File: src/rtl/lsu.sv
// Load/store unit sitting directly after the ALU.
//
// It takes the ALU result as the effective address and rs2 as the store data.
// Each legal access issues one word-aligned request on a req/ack bus with byte
// enables, and the core is stalled until that request completes. Load data is
// aligned, then sign- or zero-extended for writeback. Misaligned accesses and
// illegal funct3 codes raise a fault and never touch the bus.
//
// Optional feature: define LSU_TIMEOUT_EN to add an ack watchdog. If no ack
// arrives within TIMEOUT request cycles, the request is dropped and a fault
// is raised.
//
// Ports:
//   clk, rst         clock; synchronous active-high reset
//   mem_en, mem_we   access request from the core (1 = store, 0 = load)
//   funct3           access size and sign
//   addr, wdata      effective address and store data
//   stall            holds the PC and pipeline inputs
//   rdata            extended load result
//   rdata_valid      one-cycle pulse when rdata is ready for writeback
//   fault            one-cycle pulse for a misaligned, illegal or timed-out access
//   bus_req, bus_we, bus_addr, bus_be, bus_wdata   registered bus request
//   bus_ack, bus_rdata                             bus completion and read data
module lsu #(
    parameter int unsigned D_WIDTH = 32,
    parameter int unsigned TIMEOUT = 16
) (
    input  logic               clk,
    input  logic               rst,
    input  logic               mem_en,
    input  logic               mem_we,
    input  logic [2:0]         funct3,
    input  logic [D_WIDTH-1:0] addr,
    input  logic [D_WIDTH-1:0] wdata,
    output logic               stall,
    output logic [D_WIDTH-1:0] rdata,
    output logic               rdata_valid,
    output logic               fault,
    output logic               bus_req,
    output logic               bus_we,
    output logic [D_WIDTH-1:0] bus_addr,
    output logic [3:0]         bus_be,
    output logic [D_WIDTH-1:0] bus_wdata,
    input  logic               bus_ack,
    input  logic [D_WIDTH-1:0] bus_rdata
);

    typedef enum logic [1:0] {StIdle, StReq, StDone} state_e;

    state_e             state_q, state_d;
    logic               we_q;
    logic [2:0]         funct3_q;
    logic [1:0]         off_q;
    logic               fault_q;
    logic [D_WIDTH-1:0] rdata_q;
    logic [D_WIDTH-1:0] bus_addr_q;
    logic [3:0]         bus_be_q;
    logic [D_WIDTH-1:0] bus_wdata_q;

    logic               legal;
    logic [3:0]         be_calc;
    logic [D_WIDTH-1:0] wdata_calc;
    logic [D_WIDTH-1:0] load_ext;
    logic               timeout_hit;

`ifdef LSU_TIMEOUT_EN
    localparam int unsigned CntW = (TIMEOUT > 1) ? $clog2(TIMEOUT) : 1;
    logic [CntW-1:0] cnt_q;

    // The final counted cycle is TIMEOUT-1. An ack in that cycle takes priority.
    assign timeout_hit = (cnt_q == CntW'(TIMEOUT - 1));
`else
    logic unused_timeout;
    assign unused_timeout = (TIMEOUT != 0);
    assign timeout_hit    = 1'b0;
`endif

    // Legality check, byte enables and lane-replicated store data for the
    // access presented in IDLE.
    always_comb begin
        legal      = 1'b0;
        be_calc    = 4'b1111;
        wdata_calc = wdata;
        unique case (funct3)
            3'b000:         legal = 1'b1;
            3'b001:         legal = ~addr[0];
            3'b010:         legal = (addr[1:0] == 2'b00);
            3'b100, 3'b101: legal = ~mem_we & (~funct3[0] | ~addr[0]);
            default:        legal = 1'b0;
        endcase
        unique case (funct3[1:0])
            2'b00: begin
                be_calc    = 4'b0001 << addr[1:0];
                wdata_calc = {(D_WIDTH/8){wdata[7:0]}};
            end
            2'b01: begin
                be_calc    = addr[1] ? 4'b1100 : 4'b0011;
                wdata_calc = {(D_WIDTH/16){wdata[15:0]}};
            end
            default: begin
                be_calc    = 4'b1111;
                wdata_calc = wdata;
            end
        endcase
    end

    // Select the lane addressed by the latched offset, then extend it.
    always_comb begin
        logic [7:0]  byte_sel;
        logic [15:0] half_sel;
        byte_sel = bus_rdata[{off_q, 3'b000} +: 8];
        half_sel = bus_rdata[{off_q[1], 4'b0000} +: 16];
        load_ext = bus_rdata;
        unique case (funct3_q)
            3'b000:  load_ext = {{(D_WIDTH-8){byte_sel[7]}}, byte_sel};
            3'b001:  load_ext = {{(D_WIDTH-16){half_sel[15]}}, half_sel};
            3'b100:  load_ext = {{(D_WIDTH-8){1'b0}}, byte_sel};
            3'b101:  load_ext = {{(D_WIDTH-16){1'b0}}, half_sel};
            default: load_ext = bus_rdata;
        endcase
    end

    always_comb begin
        state_d = state_q;
        unique case (state_q)
            StIdle: if (mem_en) state_d = legal ? StReq : StDone;
            StReq:  if (bus_ack || timeout_hit) state_d = StDone;
            StDone: state_d = StIdle;
            default: state_d = StIdle;
        endcase
    end

    always_ff @(posedge clk) begin
        if (rst) begin
            state_q     <= StIdle;
            we_q        <= 1'b0;
            funct3_q    <= 3'b000;
            off_q       <= 2'b00;
            fault_q     <= 1'b0;
            rdata_q     <= '0;
            bus_addr_q  <= '0;
            bus_be_q    <= 4'b0000;
            bus_wdata_q <= '0;
`ifdef LSU_TIMEOUT_EN
            cnt_q       <= '0;
`endif
        end else begin
            state_q <= state_d;
            unique case (state_q)
                StIdle: begin
                    if (mem_en) begin
                        if (legal) begin
                            we_q        <= mem_we;
                            funct3_q    <= funct3;
                            off_q       <= addr[1:0];
                            fault_q     <= 1'b0;
                            bus_addr_q  <= {addr[D_WIDTH-1:2], 2'b00};
                            bus_be_q    <= be_calc;
                            bus_wdata_q <= wdata_calc;
`ifdef LSU_TIMEOUT_EN
                            cnt_q       <= '0;
`endif
                        end else begin
                            fault_q <= 1'b1;
                            rdata_q <= '0;
                        end
                    end
                end
                StReq: begin
                    if (bus_ack) begin
                        if (!we_q) rdata_q <= load_ext;
                    end else if (timeout_hit) begin
                        fault_q <= 1'b1;
                        rdata_q <= '0;
                    end
`ifdef LSU_TIMEOUT_EN
                    else begin
                        cnt_q <= cnt_q + 1'b1;
                    end
`endif
                end
                default: ;
            endcase
        end
    end

    assign stall       = mem_en & (state_q != StDone);
    assign bus_req     = (state_q == StReq);
    assign bus_we      = bus_req & we_q;
    assign bus_addr    = bus_addr_q;
    assign bus_be      = bus_be_q;
    assign bus_wdata   = bus_wdata_q;
    assign rdata       = rdata_q;
    // A fault always has priority over the load-complete pulse.
    assign rdata_valid = (state_q == StDone) & ~fault_q & ~we_q;
    assign fault       = (state_q == StDone) & fault_q;

endmodule

File: config.mk
export PLATFORM = sky130hd
export DESIGN_NAME = lsu
export DESIGN_NICKNAME = d
export VERILOG_FILES = /design/src/rtl/lsu.sv
export SDC_FILE = /design/constraint.sdc
export NUM_CORES = 1
export LEC_CHECK = 0
export CAP_MARGIN = 5
export CORE_MARGIN = 2
export CORE_UTILIZATION = 38
export CTS_CLUSTER_SIZE = 24
export DETAILED_ROUTE_END_ITERATION = 10
export PLACE_DENSITY = 0.82
export SLEW_MARGIN = 20
export SYNTH_ARGS = -nofsm -noshare
export SYNTH_HDL_FRONTEND = slang
export SYNTH_SLANG_ARGS = --single-unit
export TNS_END_PERCENT = 20
File: constraint.sdc
create_clock -name clk -period 2.1 [get_ports clk]
set_input_delay 0.525 -clock clk [delete_from_list [all_inputs] [get_ports clk]]
set_output_delay 0.525 -clock clk [all_outputs]
set_load 0.02 [all_outputs]
==> flow_summary.yaml <==
outcome:
  outcome: "completed"
grt:
  antenna_found_initial: 1
  grt_pass1_wl_um: 24200
  grt_overflow: 0
  grt_pass1_vias: 4888
  grt_util_all_layers: 0.232
  grt_max_degree: 47
route:
  routedWlPerCell_um: 17.0
  wl_met2_um: 7800
  vias: 5057
  drcViolationCount: 0
  vias_per_cell: 5.32
  dr.pass1.iters: 5
  wl_um: 16100
  wl_met3_um: 1580
  highest_layer: "met4"
  wl_met1_um: 6330
  final_antenna_net_count: 0
  drtIter0Drc: 418
synthesis:
  synthDominantAreaCellType: "dfxtp_1"
  syn_inst: 575
  synth_adder_area_share: 0
  synth_top_area_share: 0.462
  synth-xor-area-share: 0
  postSynth.asyncResetShare: 0
  avgSynthCellArea_um2: 8.06
  synth-compound-area-share: 0.227
  synthFlopType: "dfxtp_1"
  seq_area_frac_synth: 0.462
  ys_top_cells_by_area: "dfxtp_1 (46%), nand2_1 (12%), a21oi_1 (6.8%), mux2i_1 (5.6%), o21ai_0 (5.1%)"
  synth_cell_types: 41
  synth_edf_count: 0
  muxShareOfSynthArea: 0.0561
  syn_area_um2: 4640
  ys_ff_latch: 107
  synth_warnings: 0
  synth_top_family_by_area: "compound AO/OA/AOI/OAI gates"
  synthSimpleGateAreaFrac: 0.202
placed_design:
  dpl_cell_area_um2: 7000
  port_buffers: 206
  dp.cells: 923
  hpwl_um: 11300
  gp_congestion: 0.860
  place_ws_ns: -0.365
critical_path:
  crit_arrival_ns: 2.27
  path_max_fanout: 11
  startpoint_type: "primary input"
  cp_data_required_time_ns: 2.36
  endpoint_kind: "flip-flop"
  crit_type: "in2reg"
timing:
  skew_ns: 0.00705
  fmax_mhz: 497
  hold_viol_final: 0
  fin_crit_sh: 0.958
  setup_viol: 0
  tns_ns: 0
  setup_slack_ns: 0.0876
  worst_hold_slack_ns: 0.443
  slew_viol_final: 0
  period_needed_ns: 2.01
clock_tree:
  cts.reportedPaths.clkPinSlew_ns: 0.07
  cts_tree: "yes"
  htreeDepth: 3
  cts_hold_buf: 0
  numCtsBuffers: 9
  clockBufferDepth: 2
  clockRootBuffer: "clkbuf_16"
  cts_sinks: 107
  clkLatencyLatePin_ns: 0.35
cells_and_area:
  fin_nets: 902
  final_cell_area_um2: 7540
  layout_commonest_cell: "clkdlybuf4s50_1"
  final_cells: 950
  final_cell_mix: "clkdlybuf4s50_1 (196), nand2_1 (152), dfxtp_1 (107)"
  area_growth_syn_to_layout_pct: 62.5
  drive_gt1_frac: 0.102
floorplanning:
  core-area_um2: 12000
  die_h_um: 114
  fp.dieArea_um2: 13100
  num_io_pins: 209
  rows: 40
  initial_utilization: 0.388
  die_x_um: 114
power_and_ir_drop:
  vdd_drop_max_v: 0.000385
  p_leak_nw: 2.76
  powerDensity_nw_per_um2: 671
min_path:
  hold_class: "reg2reg"
job:
  drv_cap: 0
==> logic make-up after synthesis <==
| logic type | count (synthesis) |
|---|---|
| buffers and inverters | 49 |
| AND/OR/NAND/NOR | 226 |
| other | 1 |
| flip-flops | 107 |
| AO/OA/AOI/OAI | 166 |
| multiplexers | 26 |
==> per-stage QoR <==
| step | util | total power, mW |
|---|---|---|
| after floorplan | - | 2.66 |
| final | 0.630 | 5.06 |
| after detailed placement | 0.585 | 3.18 |
| after global placement | 0.585 | 3.15 |
| after CTS | 0.612 | 5.02 |
| after global routing | 0.630 | 5.25 |
==> layout make-up <==
| type | instances | area (um^2) |
|---|---|---|
| Antenna cell | 1 | 2.50 |
| Clock buffer | 11 | 253 |
| Clock inverter | 4 | 73.8 |
| Fill cell | 1023 | 4430 |
| Inverter | 6 | 22.5 |
| Multi-Input combinational cell | 420 | 2280 |
| Sequential cell | 107 | 2140 |
| Tap cell | 147 | 184 |
| Timing Repair Buffer | 254 | 2580 |
==> registers in the layout, indices dropped and copies added (netlist names) <==
signal / flops
fault_q: 1
off_q: 2
funct3_q: 3
bus_be: 4
state_q: 2
bus_wdata: 32
we_q: 1
rdata: 32
bus_addr: 30
==> worst max-delay path: stages <==
cell             delay (ns)
clkdlybuf4s50_1        0.45
a221o_1                0.40
a21boi_4               0.38
clkbuf_16              0.25
nor2_1                 0.05
a211oi_1               0.22
==> synth_stat cells, types with 2 or more instances <==
library cell	count
o22a_1	7
buf_1	2
a21oi_1	63
nor3_1	6
or3_1	8
clkbuf_1	24
a211oi_1	10
o21ai_1	5
o211ai_1	9
buf_4	8
nand2_1	152
nor2b_1	4
dfxtp_1	107
buf_6	2
buf_2	7
o22ai_1	7
nor2_1	43
a311oi_2	9
inv_1	4
mux2i_1	26
nand2b_1	5
and2_1	2
o21ai_0	47
==> layer usage <==
metal  global-route usage  vias to the layer above
li1                     -                     2426
met1                0.273                     2348
met2                0.394                      250
met3               0.0693                       33
met4               0.0959                        0
met5                    0                        -
==> path summary, 6_finish.rpt <==
check	startpoint	end	slack [ns]	cells after the start
worst max-delay path	mem_we	bus_wdata[18]	0.09	6
worst min-delay path	rdata[6]	rdata[6]	0.44	2
worst max register to register	state_q[1]	rdata[27]	0.43	7
worst min register to register	rdata[6]	rdata[6]	0.44	2
==> what timing repair did <==
action | CTS | global route
pin swaps | 4 | 4
gates cloned | 0 | 8
gates resized for setup | 6 | 9
setup buffers | 0 | 3
endpoints found under the setup margin | 10 | 54
==> where the power goes <==
part	switching [mW]	total [mW]	internal (mW)
clock network	0.745	1.85	1.10
registers	0.0568	2.17	2.12
logic	0.503	1.03	0.531
Power figures use the tool's default switching activity.
==> variant: new RTL, config.mk and constraints unchanged <==
Add a define of `LSU_TIMEOUT_EN`.
--- a/src/rtl/lsu.sv
+++ b/src/rtl/lsu.sv
@@ -21,6 +21,8 @@
 //   fault            one-cycle pulse for a misaligned, illegal or timed-out access
 //   bus_req, bus_we, bus_addr, bus_be, bus_wdata   registered bus request
 //   bus_ack, bus_rdata                             bus completion and read data
+`define LSU_TIMEOUT_EN
+
 module lsu #(
     parameter int unsigned D_WIDTH = 32,
     parameter int unsigned TIMEOUT = 16
Check against the original RTL: same outputs for any inputs over 4 cycles, from zero or initial values and one cycle with rst high; that may be too few to reach the edited logic, so the function may still have changed.
==> variant against the unedited design <==
Count of clock-buffer cells in the layout is 2 lower. Setup slack better by 26 ps. Synthesized cell count is 5.4% higher. Clock skew increased by 1.3 ps. Sequential cell count up 4. Final cell count grew 4.8%. Power down 3.7%. Area after synthesis grew 7.1%. Maximum frequency grew 1.3%. Wire length grew 0.18%. Clock power decreased by 10%. Cell area rose by 2.2%. Global-route usage is 0.74 points lower. Critical path type is now register to output port. Critical endpoint is now bus_we. Largest cell class is now multi-input gates. Highest routed layer unchanged.
==> variant: results (changes against the unedited design) <==
stage,metric,value,unit,change
clock_network,hold_buffers,0,,unchanged
setup_path,cp_slowest_stage_delay,440,ps,
layout,fillerInstances,1133,,+11%
synth,async_flop_share,0,%,unchanged
route,drt_pass1_iterations,5,,unchanged
global_routing,grtUsageMet1,28.5,%,+1.1 points
route,viasPerCell,5.33,,+0.12%
synth,ys_types,47,,+15%
power_and_ir_drop,swShare,28.4,%,+2.6 points
route,ant_nets,0,,unchanged
clock_network,clk_pin_slew,70,ps,about the same
clock_network,clk_latency,360,ps,
clock_network,postCtsResizedCells,6,,unchanged
clock_network,cts.htree.levels,3,,unchanged
synth,yosysSeqAreaShare,44.7,%,-1.4 points
clock_network,clk_path_buf_depth,2,,unchanged
global_routing,grt_pass1_vias,4967,,+1.6%
power_and_ir_drop,ir_drop,0.000379,V,-1.6%
synth,yosys-top-cells-area,"dfxtp_1, nand2_1, a21oi_1",,
global_routing,grt_max_degree,102,,+120%
clock_network,numCtsBuffers,9,,unchanged
route,drtIter0Drc,445,,+6.5%
timing,worstMarginPinSlew,623,ps,
route,drt-total-wl,16200,µm,+0.18%
worst_hold_path,hold_path.class,register to register,,
placement,gp_congestion,0.911,,+5.9%
global_routing,antenna_found_initial,0,,-1
layout,nNetsFinal,924,,+2.4%
layout,drive_gt1_share,9.10,%,-1.1 points
global_routing,grt_pass1_wl,25600,µm,+5.6%
placement,dp_hpwl,11800,µm,+3.9%
power_and_ir_drop,leakagePower,2.72,nW,-1.2%
layout,antenna_cells,0,,-1
clock_network,clockRootBuffer,clkbuf_16,,
placement,numPortBuffers,206,,unchanged
global_routing,grtUsageMet2,36.6,%,-2.7 points
setup_path,cp_max_fo,6,,-5
synth,synthTopCellsByCount,"nand2_1, dfxtp_1, a21oi_1",,
outcome,status,"complete, no violations",,
global_routing,met3_usage,4.58,%,-2.3 points
global_routing,track_usage,22.5,%,-0.74 points
clock_network,postCtsSetupBuffers,0,,unchanged
setup_path,critPathSlowestCell,dfxtp_1,,
timing,skew,8.35,ps,+1.30 ps
setup_path,worst_ep_arrival_time,1460,ps,-810 ps
synth,yosysWarnings,0,,unchanged
variant: changes by cell type after synthesis, sizes merged, moves of 8 or more:
cell	change
o32ai	+8
a21oi	+15
nand2	-30
nor2	-13
o211ai	+15
variant: power groups by stage:
stage                     sequential, W  combinational (W)  clock, W
after floorplan                 0.00234           0.000372         0
after global placement          0.00227           0.000965         0
after detailed placement        0.00227           0.000976         0
after CTS                       0.00222           0.000978   0.00168
after global routing            0.00223            0.00105   0.00178
final                           0.00222           0.000982   0.00166
variant: cell families (layout without fill, tap and decap cells):
logic type | count (synthesis) | after routing | share of synthesized area, %
mux | 28 | 28 | 5.64
xor+xnor | 3 | 3 | 0.529
compound gates | 207 | 207 | 26.5
other cells | 1 | 2 | 0.0755
flops | 111 | 111 | 44.7
buf+inv | 64 | 281 | 5.67
simple gates | 191 | 191 | 16.6
fa+ha+maj | 1 | 1 | 0.252
variant: path summary, 6_finish.rpt:
check / endpoint / cells past startpoint / from / slack, ps
worst min register to register: bus_addr[28] / 2 / bus_addr[28] / 450
worst min-delay path: bus_addr[28] / 2 / bus_addr[28] / 450
worst max-delay path: bus_we / 3 / state_q[0] / 110
worst max register to register: rdata[28] / 5 / off_q[1] / 370
variant: cell type report:
type | count | area (µm²) | share of cell area, %
clock buffer | 9 | 225 | 2.92
timing repair buffer | 252 | 2460 | 32.0
multi-input combinational | 432 | 2470 | 32.1
clock inverter | 7 | 56.3 | 0.731
tap | 172 | 215 | 2.79
inverter | 13 | 48.8 | 0.634
sequential | 111 | 2220 | 28.9
variant: through the flow:
stage | worst slack (ps) | hold WS, ps | std cells | cell area (µm²) | TNS (ps)
2_1_floorplan | 388 | 456 | 607 | 4970 | 0
3_3_place_gp | -180 | 440 | 980 | 7420 | -10650
3_5_place_dp | -202 | 446 | 980 | 7420 | -12340
4_1_cts | 109 | 455 | 996 | 7700 | 0
5_1_grt | 37.3 | 472 | 996 | 7700 | 0
6_report | 113 | 453 | 996 | 7700 | 0
variant: routing by layer:
metal	routed length, µm	vias up
li1	-	2593
met1	6970	2464
met2	7680	210
met3	945	41
met4	567	0
met5	0	-
variant: worst max-delay path: cells and delay by family, from the launching register on:
family | cells | cell delay, ps
flip-flops | 1 | 440
buffers and inverters | 1 | 320
AND/OR/NAND/NOR | 2 | 340
